==> config.mk <==
export PLATFORM = sky130hd
export DESIGN_NAME = oc8051_int_sched
export DESIGN_NICKNAME = d
export VERILOG_FILES = /design/src/rtl/oc8051_int_sched.sv
export SDC_FILE = /design/constraint.sdc
export NUM_CORES = 1
export LEC_CHECK = 0
export CAP_MARGIN = 20
export CELL_PAD_IN_SITES_DETAIL_PLACEMENT = 2
export CELL_PAD_IN_SITES_GLOBAL_PLACEMENT = 2
export CORE_MARGIN = 2
export CORE_UTILIZATION = 25
export CTS_BUF_LIST = sky130_fd_sc_hd__clkbuf_16
export DETAILED_ROUTE_END_ITERATION = 16
export GPL_ROUTABILITY_DRIVEN = 1
export HOLD_SLACK_MARGIN = 0.03
export PLACE_DENSITY_LB_ADDON = 0.1
export SLEW_MARGIN = 20
export SYNTH_ARGS = -nofsm -noshare
export SYNTH_HDL_FRONTEND = slang
export SYNTH_SLANG_ARGS = --single-unit
==> constraint.sdc <==
create_clock -name clk -period 2.6 [get_ports clk]
set_clock_uncertainty 0.1 [all_clocks]
set_input_delay 0.52 -clock clk [delete_from_list [all_inputs] [get_ports clk]]
set_output_delay 0.52 -clock clk [all_outputs]
set_load 0.005 [all_outputs]
==> src/rtl/oc8051_int_sched.sv <==
`default_nettype none
// ============================================================================
//  Module   : oc8051_int_sched
//  Brief    : Interrupt scheduler for the instruction selector. Applies
//             IE/IP enable and two-level priority, issues one LCALL request,
//             then tracks the in-service level until RETI.
//             Optional TF2 source enabled by macro OC8051_INT_TF2_EN.
//  Revision : 1.0 - initial release
// ============================================================================
module oc8051_int_sched #(
    parameter int unsigned ACK_TIMEOUT  = 15,
    parameter int unsigned RETI_HOLDOFF = 2
) (
    input  logic       clk,
    input  logic       rst,
    input  logic [7:0] ie,
    input  logic [7:0] ip,
    input  logic       src_ie0,
    input  logic       src_tf0,
    input  logic       src_ie1,
    input  logic       src_tf1,
    input  logic       src_ser,
    input  logic       src_tf2,
    input  logic       reti,
    input  logic       ack,
    output logic       int_o,
    output logic [7:0] int_v,
    output logic       clr_ie0,
    output logic       clr_tf0,
    output logic       clr_ie1,
    output logic       clr_tf1,
    output logic       isr_hi,
    output logic       isr_lo
);

    localparam logic [1:0] c_st_idle = 2'd0;
    localparam logic [1:0] c_st_req  = 2'd1;
    localparam logic [1:0] c_st_wait = 2'd2;

    localparam int          c_ho_w     = (RETI_HOLDOFF < 2) ? 1 : $clog2(RETI_HOLDOFF + 1);
    localparam logic [c_ho_w-1:0] c_ho_load = c_ho_w'(RETI_HOLDOFF);
    localparam logic [3:0]  c_tmo_load = 4'(ACK_TIMEOUT);
    localparam logic        c_tmo_en   = (ACK_TIMEOUT != 0);

    logic [1:0]        r_state, w_state_nx;
    logic              r_int, w_int_nx;
    logic [7:0]        r_vec, w_vec_nx;
    logic              r_lvl, w_lvl_nx;
    logic [2:0]        r_id, w_id_nx;
    logic [3:0]        r_clr, w_clr_nx;
    logic [3:0]        r_tmo, w_tmo_nx;
    logic [c_ho_w-1:0] r_ho, w_ho_nx;
    logic              r_isr_hi, w_isr_hi_nx;
    logic              r_isr_lo, w_isr_lo_nx;

    logic              w_src_tf2;
    logic              w_unused;
    logic [5:0]        w_src, w_pend, w_elig, w_elig_hi, w_elig_lo, w_win_set;
    logic              w_win_hi, w_hit;
    logic [2:0]        w_id;

`ifdef OC8051_INT_TF2_EN
    assign w_src_tf2 = src_tf2;
    assign w_unused  = ^{ip[7:6], ie[6]};
`else
    assign w_src_tf2 = 1'b0;
    assign w_unused  = ^{ip[7:6], ie[6], src_tf2};
`endif

    assign w_src  = {w_src_tf2, src_ser, src_tf1, src_ie1, src_tf0, src_ie0};
    assign w_pend = w_src & ie[5:0] & {6{ie[7]}};

    // A high-level service blocks everything; a low-level one admits only high.
    assign w_elig    = r_isr_hi ? 6'b0 : (r_isr_lo ? (w_pend & ip[5:0]) : w_pend);
    assign w_elig_hi = w_elig & ip[5:0];
    assign w_elig_lo = w_elig & ~ip[5:0];
    assign w_win_hi  = |w_elig_hi;
    assign w_win_set = w_win_hi ? w_elig_hi : w_elig_lo;

    // Lowest index wins within a level (IE0 first).
    always_comb begin
        w_hit = 1'b0;
        w_id  = 3'd0;
        for (int i = 5; i >= 0; i--) begin
            if (w_win_set[i]) begin
                w_hit = 1'b1;
                w_id  = 3'(i);
            end
        end
    end

    always_comb begin
        w_state_nx  = r_state;
        w_int_nx    = 1'b0;
        w_vec_nx    = r_vec;
        w_lvl_nx    = r_lvl;
        w_id_nx     = r_id;
        w_clr_nx    = 4'b0;
        w_tmo_nx    = r_tmo;
        w_ho_nx     = (r_ho != '0) ? r_ho - 1'b1 : r_ho;
        w_isr_hi_nx = r_isr_hi;
        w_isr_lo_nx = r_isr_lo;

        // RETI clear is applied before any ACK set in the same cycle.
        if (reti) begin
            w_ho_nx = c_ho_load;
            if (r_isr_hi) w_isr_hi_nx = 1'b0;
            else          w_isr_lo_nx = 1'b0;
        end

        case (r_state)
            c_st_idle: begin
                if (w_hit && (r_ho == '0)) begin
                    w_state_nx = c_st_req;
                    w_int_nx   = 1'b1;
                    w_vec_nx   = 8'h03 + {2'b00, w_id, 3'b000};
                    w_lvl_nx   = w_win_hi;
                    w_id_nx    = w_id;
                end
            end
            c_st_req: begin
                w_state_nx = c_st_wait;
                w_tmo_nx   = c_tmo_load;
            end
            c_st_wait: begin
                if (ack) begin
                    if (r_lvl) w_isr_hi_nx = 1'b1;
                    else       w_isr_lo_nx = 1'b1;
                    if (!r_id[2]) w_clr_nx[r_id[1:0]] = 1'b1;
                    w_state_nx = c_st_idle;
                end else if (r_tmo == 4'd0) begin
                    if (c_tmo_en) w_state_nx = c_st_idle;
                end else begin
                    w_tmo_nx = r_tmo - 4'd1;
                end
            end
            default: w_state_nx = c_st_idle;
        endcase
    end

    always_ff @(posedge clk) begin
        if (rst) begin
            r_state  <= c_st_idle;
            r_int    <= 1'b0;
            r_vec    <= 8'h00;
            r_lvl    <= 1'b0;
            r_id     <= 3'd0;
            r_clr    <= 4'b0;
            r_tmo    <= 4'd0;
            r_ho     <= '0;
            r_isr_hi <= 1'b0;
            r_isr_lo <= 1'b0;
        end else begin
            r_state  <= w_state_nx;
            r_int    <= w_int_nx;
            r_vec    <= w_vec_nx;
            r_lvl    <= w_lvl_nx;
            r_id     <= w_id_nx;
            r_clr    <= w_clr_nx;
            r_tmo    <= w_tmo_nx;
            r_ho     <= w_ho_nx;
            r_isr_hi <= w_isr_hi_nx;
            r_isr_lo <= w_isr_lo_nx;
        end
    end

    assign int_o   = r_int;
    assign int_v   = r_vec;
    assign clr_ie0 = r_clr[0];
    assign clr_tf0 = r_clr[1];
    assign clr_ie1 = r_clr[2];
    assign clr_tf1 = r_clr[3];
    assign isr_hi  = r_isr_hi;
    assign isr_lo  = r_isr_lo;

endmodule
`default_nettype wire

# == Word-level counts from Yosys, hierarchy flattened ==
# Cells that the tools add are included.
# classes
addsub,3
magnitude_cmp,2
div,0
n_eq_ne,6
multipliers,0
reduce_logical,15
bitwise_logic,9
shift,0
n_mux,36
# ops
cell,n
$and A6 B6 Y6,4
$mux W3,6
$mux W6,3
$mux W1,17
$mux W2,5
$mux W4,2
$pmux W4 S2,1
$add A2 B6 Y7 const A,1
$and A5 B6 Y6,1
$ne A2 B2 Y1 const B,3
$not A6 Y6,1
$pmux W2 S3,1
$reduce_bool A2 Y1,3
$reduce_or A6 Y1,1
$logic_not A2 Y1,2
$logic_not A4 Y1,1
$reduce_and A2 Y1,2
$reduce_or A2 Y1,2
$reduce_or A4 Y1,1
$sub A4 B1 Y4 const B,1
$lt A2 B3 Y1 const B,1
$ne A3 B3 Y1 const B,1
$not A1 Y1,3
$reduce_and A3 Y1,1
6 further kinds,7
# totals
mem_count,0
regBits,27
romBits,0
ram_bits,0
input_bits,26
out_inout_bits,15
elab_cells,82
latch_bits,0

# == Logic depth before layout (Yosys ltp) ==
# Gate-level depths: netlist of run 1.
# logic_depth
ltp_word,17
ltp_mapped,7
depth_no_buf,6

# == Worst setup path after synthesis of run 1 ==
# No wires, ideal clock.
# synth_path
kind,input to register
startpoint,input port ie[7]
endpoint,register r_id[1]
arrival_time_ns,1.805
setup_slack_ns,0.579
required_ns,2.384
setup_time_ns,0.116
n_path_buf,1
stages,7
cell_sequence,nor2b_2 > buf_6 > a32oi_4 > a41oi_1 > nor2_2 > o21ai_0 > a31o_2
# synth_via
elab_chain_cells,15
elab_cells_between_ends,21
cone_classes,14 x mux; 4 x bitwise; 3 x reduce/logical
# synth_lines
item,line,rtl
"start, declared",16,"input logic [7:0] ie,"
$and A6 B6 Y6 (*),71,assign w_pend = w_src & ie[5:0] & {6{ie[7]}};
$and A6 B6 Y6,74,assign w_elig = r_isr_hi ? 6'b0 : (r_isr_lo ? (w_pend & ip[5:0]) : w_pend);
$mux W6 (*) (2 in a row),74,
$and A6 B6 Y6,75,assign w_elig_hi = w_elig & ip[5:0];
$reduce_or A6 Y1,77,assign w_win_hi = |w_elig_hi;
$mux W6 (*),78,assign w_win_set = w_win_hi ? w_elig_hi : w_elig_lo;
$mux W1 (6 in a row),85,if (w_win_set[i]) begin
$logic_and A1 B1 Y1,113,if (w_hit && (r_ho == '0)) begin
$reduce_and A2 Y1 (no line),--,
"end signal, assigned",158,r_id <= w_id_nx;
"end, declared",49,"logic [2:0] r_id, w_id_nx;"
# Every way passes the cells marked *; elsewhere a longest branch is shown, timed or not.
# A chain may end at the register's enable or synchronous reset.

# == Final worst setup path of run 1 ==
# layout_path
startpoint,input port ie[7]
endpoint,register r_lvl
# layout_via
elab_chain_cells,15
elab_cells_between_ends,16
cone_classes,9 x mux; 4 x bitwise; 3 x reduce/logical
# layout_lines
item,line,rtl
$and A6 B6 Y6 (*),71,
$and A6 B6 Y6,74,
$mux W6 (*) (2 in a row),74,
$and A6 B6 Y6,75,
$reduce_or A6 Y1,77,
$mux W6,78,
$mux W1 (6 in a row),85,
$logic_and A1 B1 Y1,113,
$reduce_and A2 Y1 (no line),--,
"end signal, assigned",157,r_lvl <= w_lvl_nx;
"end, declared",48,"logic r_lvl, w_lvl_nx;"
# Marks and branches as above.

==> results.cfg, run 1 <==
[drt]
initialDrtViolationCount = 22
first_pass_iters = 2
vias = 979
route.detailed.drc = 0
viasPerCell = 4.87
postRouteAntennaNets = 0
drt-total-wl_mm = 3.07
wl_per_cell_microns = 15.3

[synthesis]
synth_edf_count = 0
synthDistinctLibCells = 48
async_flop_share_pct = 0
avgSynthCellArea_sq_um = 9.85
synth_cells = 111
synth-seq-area-share_pct = 36.6
synth_top_area_share_pct = 36.6
yosysTopAreaCell = dfxtp_1
ys.flop_type = dfxtp_1
yosys_register_bits = 20
ys_top_cells_by_area = dfxtp_1, a21oi_1, buf_4, nor2_1, a32oi_4
synth_area_sq_um = 1090
yosys_warnings = 0

[global_routing]
globalRouteTotalUtil_pct = 13.4
antenna_found_initial = 0
grt_pass1_wl_mm = 5.15
grt_max_degree = 15
first_global_vias = 1035
grt_overflow_total = 0

[worst_setup_path]
r2r-start = isr_hi
reg2reg_to = r_id[1]
critPathKind = in2reg
crit_required_ns = 2.67
critPathCaptureType = flip-flop
cp.arrival_ns = 2.54
ff2ff_path_depth = 7
critPathLaunchType = input pin
crit_fanout = 7
r2r_slack_ns = 0.47

[cells_and_area]
mostFrequentLayoutCell = clkdlybuf4s50_1
nNetsFinal = 178
multi_input_area_sq_um = 629
num-fill-cells = 477
ff_latch_area_sq_um = 400
area_delta_synth_final_pct = 43.2
diodes = 0
drive_gt1_share_pct = 20.8
layout_common_cells = clkdlybuf4s50_1, dfxtp_1, nor2_1, buf_4

[sta]
hold_viol_final = 0
report.final.slew_viol_count = 0
max_freq_mhz = 405
setup_viol = 0
period_needed_ns = 2.47
fin_tns_setup_ns = 0
period_share_pct = 95.0
fin_ws_ns = 0.130
rsz0062_at_grt = no

[worst_hold_path]
min_delay_path_depth = 2
holdPathEnd = int_v[1]
hold_path_class = reg2reg
min_from = int_v[1]

[job]
drv_cap = 0

[power_and_ir_drop]
ir_drop_v = 0.000189
combPwrFrac_pct = 21.6
p_switching_mw = 0.207
seqPwrFrac_pct = 41.2
power_leakage_nw = 0.582
cellPowerDensity_nw_per_um2 = 533
p_int_mw = 0.627
switching_share_pct = 24.8
clock_power_share_pct = 37.1

[cts]
post-cts-setup-buffer-count = 0
cts_tree = yes
cts.sinks = 20
path_clk_slew_ns = 0.05
cts-root-buf = clkbuf_16
cts_buffers = 3
cts-htree-levels = 1
cts_buffer_depth = 2
cts_resized = 0
insertion_delay_ns = 0.25
ctsHoldBuffers = 0

[floorplan]
rows = 24
ioPinCount = 41
die_w_microns = 70.1
die_h_microns = 70.1
core_sq_um = 4290
die_area_sq_um = 4920
start_util_pct = 25.5

[place]
place.gp.congestion = 0.718
place_ws_ns = -0.192
dp_hpwl_mm = 2.48
port_buffers = 31

[outcome]
status = finished clean
==> logic make-up (layout without fill, tap and decap cells) <==
logic type,Yosys count,in the layout,share of synthesized area (%)
AND/OR/NAND/NOR,42,42,24.8
multiplexers,1,1,0.915
buffers and inverters,13,49,7.21
XOR/XNOR,3,3,2.40
adder cells (fa/ha/maj),1,1,1.14
AO/OA/AOI/OAI,30,30,26.5
flip-flops,20,20,36.6
other,1,3,0.343
==> power groups by stage <==
stage | combinational (mW) | sequential (mW) | clock (mW)
floorplan | 0.0998 | 0.347 | 0
global placement | 0.174 | 0.349 | 0
detailed placement | 0.182 | 0.351 | 0
CTS | 0.183 | 0.344 | 0.322
global route | 0.200 | 0.347 | 0.342
finish | 0.180 | 0.344 | 0.310
==> area by class of cell <==
type	count	area share, %
multi-input cells	80	40.2
repair buffers	39	23.6
clock buffers	3	4.79
well taps	52	4.15
inverters	7	1.68
flip-flops and latches	20	25.6
==> registers in the layout (all words and copies together), names as in the netlist <==
name and flops:
r_tmo 4, r_id 2, isr_hi 1, r_state 2, r_lvl 1, r_clr 4
r_ho 2, int_o 1, isr_lo 1, int_v 2
==> worst max-delay path, cell delays in order <==
cell             delay [ns]
clkdlybuf4s50_1        0.43
nor2b_2                0.16
buf_4                  0.17
a41oi_4                0.29
nand3_2                0.12
a211oi_4               0.35
o31ai_4                0.11
buf_4                  0.18
a211oi_2               0.20
==> cell usage after synthesis (2+ instances only) <==
cell type,n
a31oi_2,2
a41oi_1,3
and3_1,2
nand2b_1,3
dfxtp_1,20
a211oi_1,2
o21ai_0,5
nand2_1,6
nand4_1,2
nor2_1,8
and4b_2,2
inv_1,7
xor2_1,2
a21oi_1,7
nand3_1,3
buf_6,2
buf_4,4
==> metal layers <==
layer	global-route usage [%]	share of wire, %
met1	18.0	48
met2	21.3	47
met3	4.76	4.3
met4	1.92	0.33
met5	0	0
==> per-stage QoR <==
stage	hold slack, ns	utilization, %	cell area (sq um)	instances	power, mW
global placement	0.331	34.6	1480	198	0.523
global route	0.392	36.5	1570	201	0.889
floorplan	0.312	-	1100	113	0.447
CTS	0.371	36.3	1560	201	0.849
detailed placement	0.363	34.6	1480	198	0.532
finish	0.369	36.5	1570	201	0.834
==> worst max-delay path by stage <==
stage | startpoint | endpoint | cells past startpoint
final | ie[7] | r_lvl | 9
after global routing | ie[7] | r_id[1] | 9
after CTS | ie[7] | r_lvl | 9
after detailed placement | ie[7] | r_lvl | 9
after global placement | ie[7] | r_lvl | 9
after floorplan | ie[7] | r_id[1] | 7
Power figures use the tool's default switching activity.
==> inputs of run 2 (changes only) <==
SLEW_MARGIN = not set   (was 20)
==> results of run 2 <==
Same layout as run 1: the final DEF is identical, and so are final timing and power.
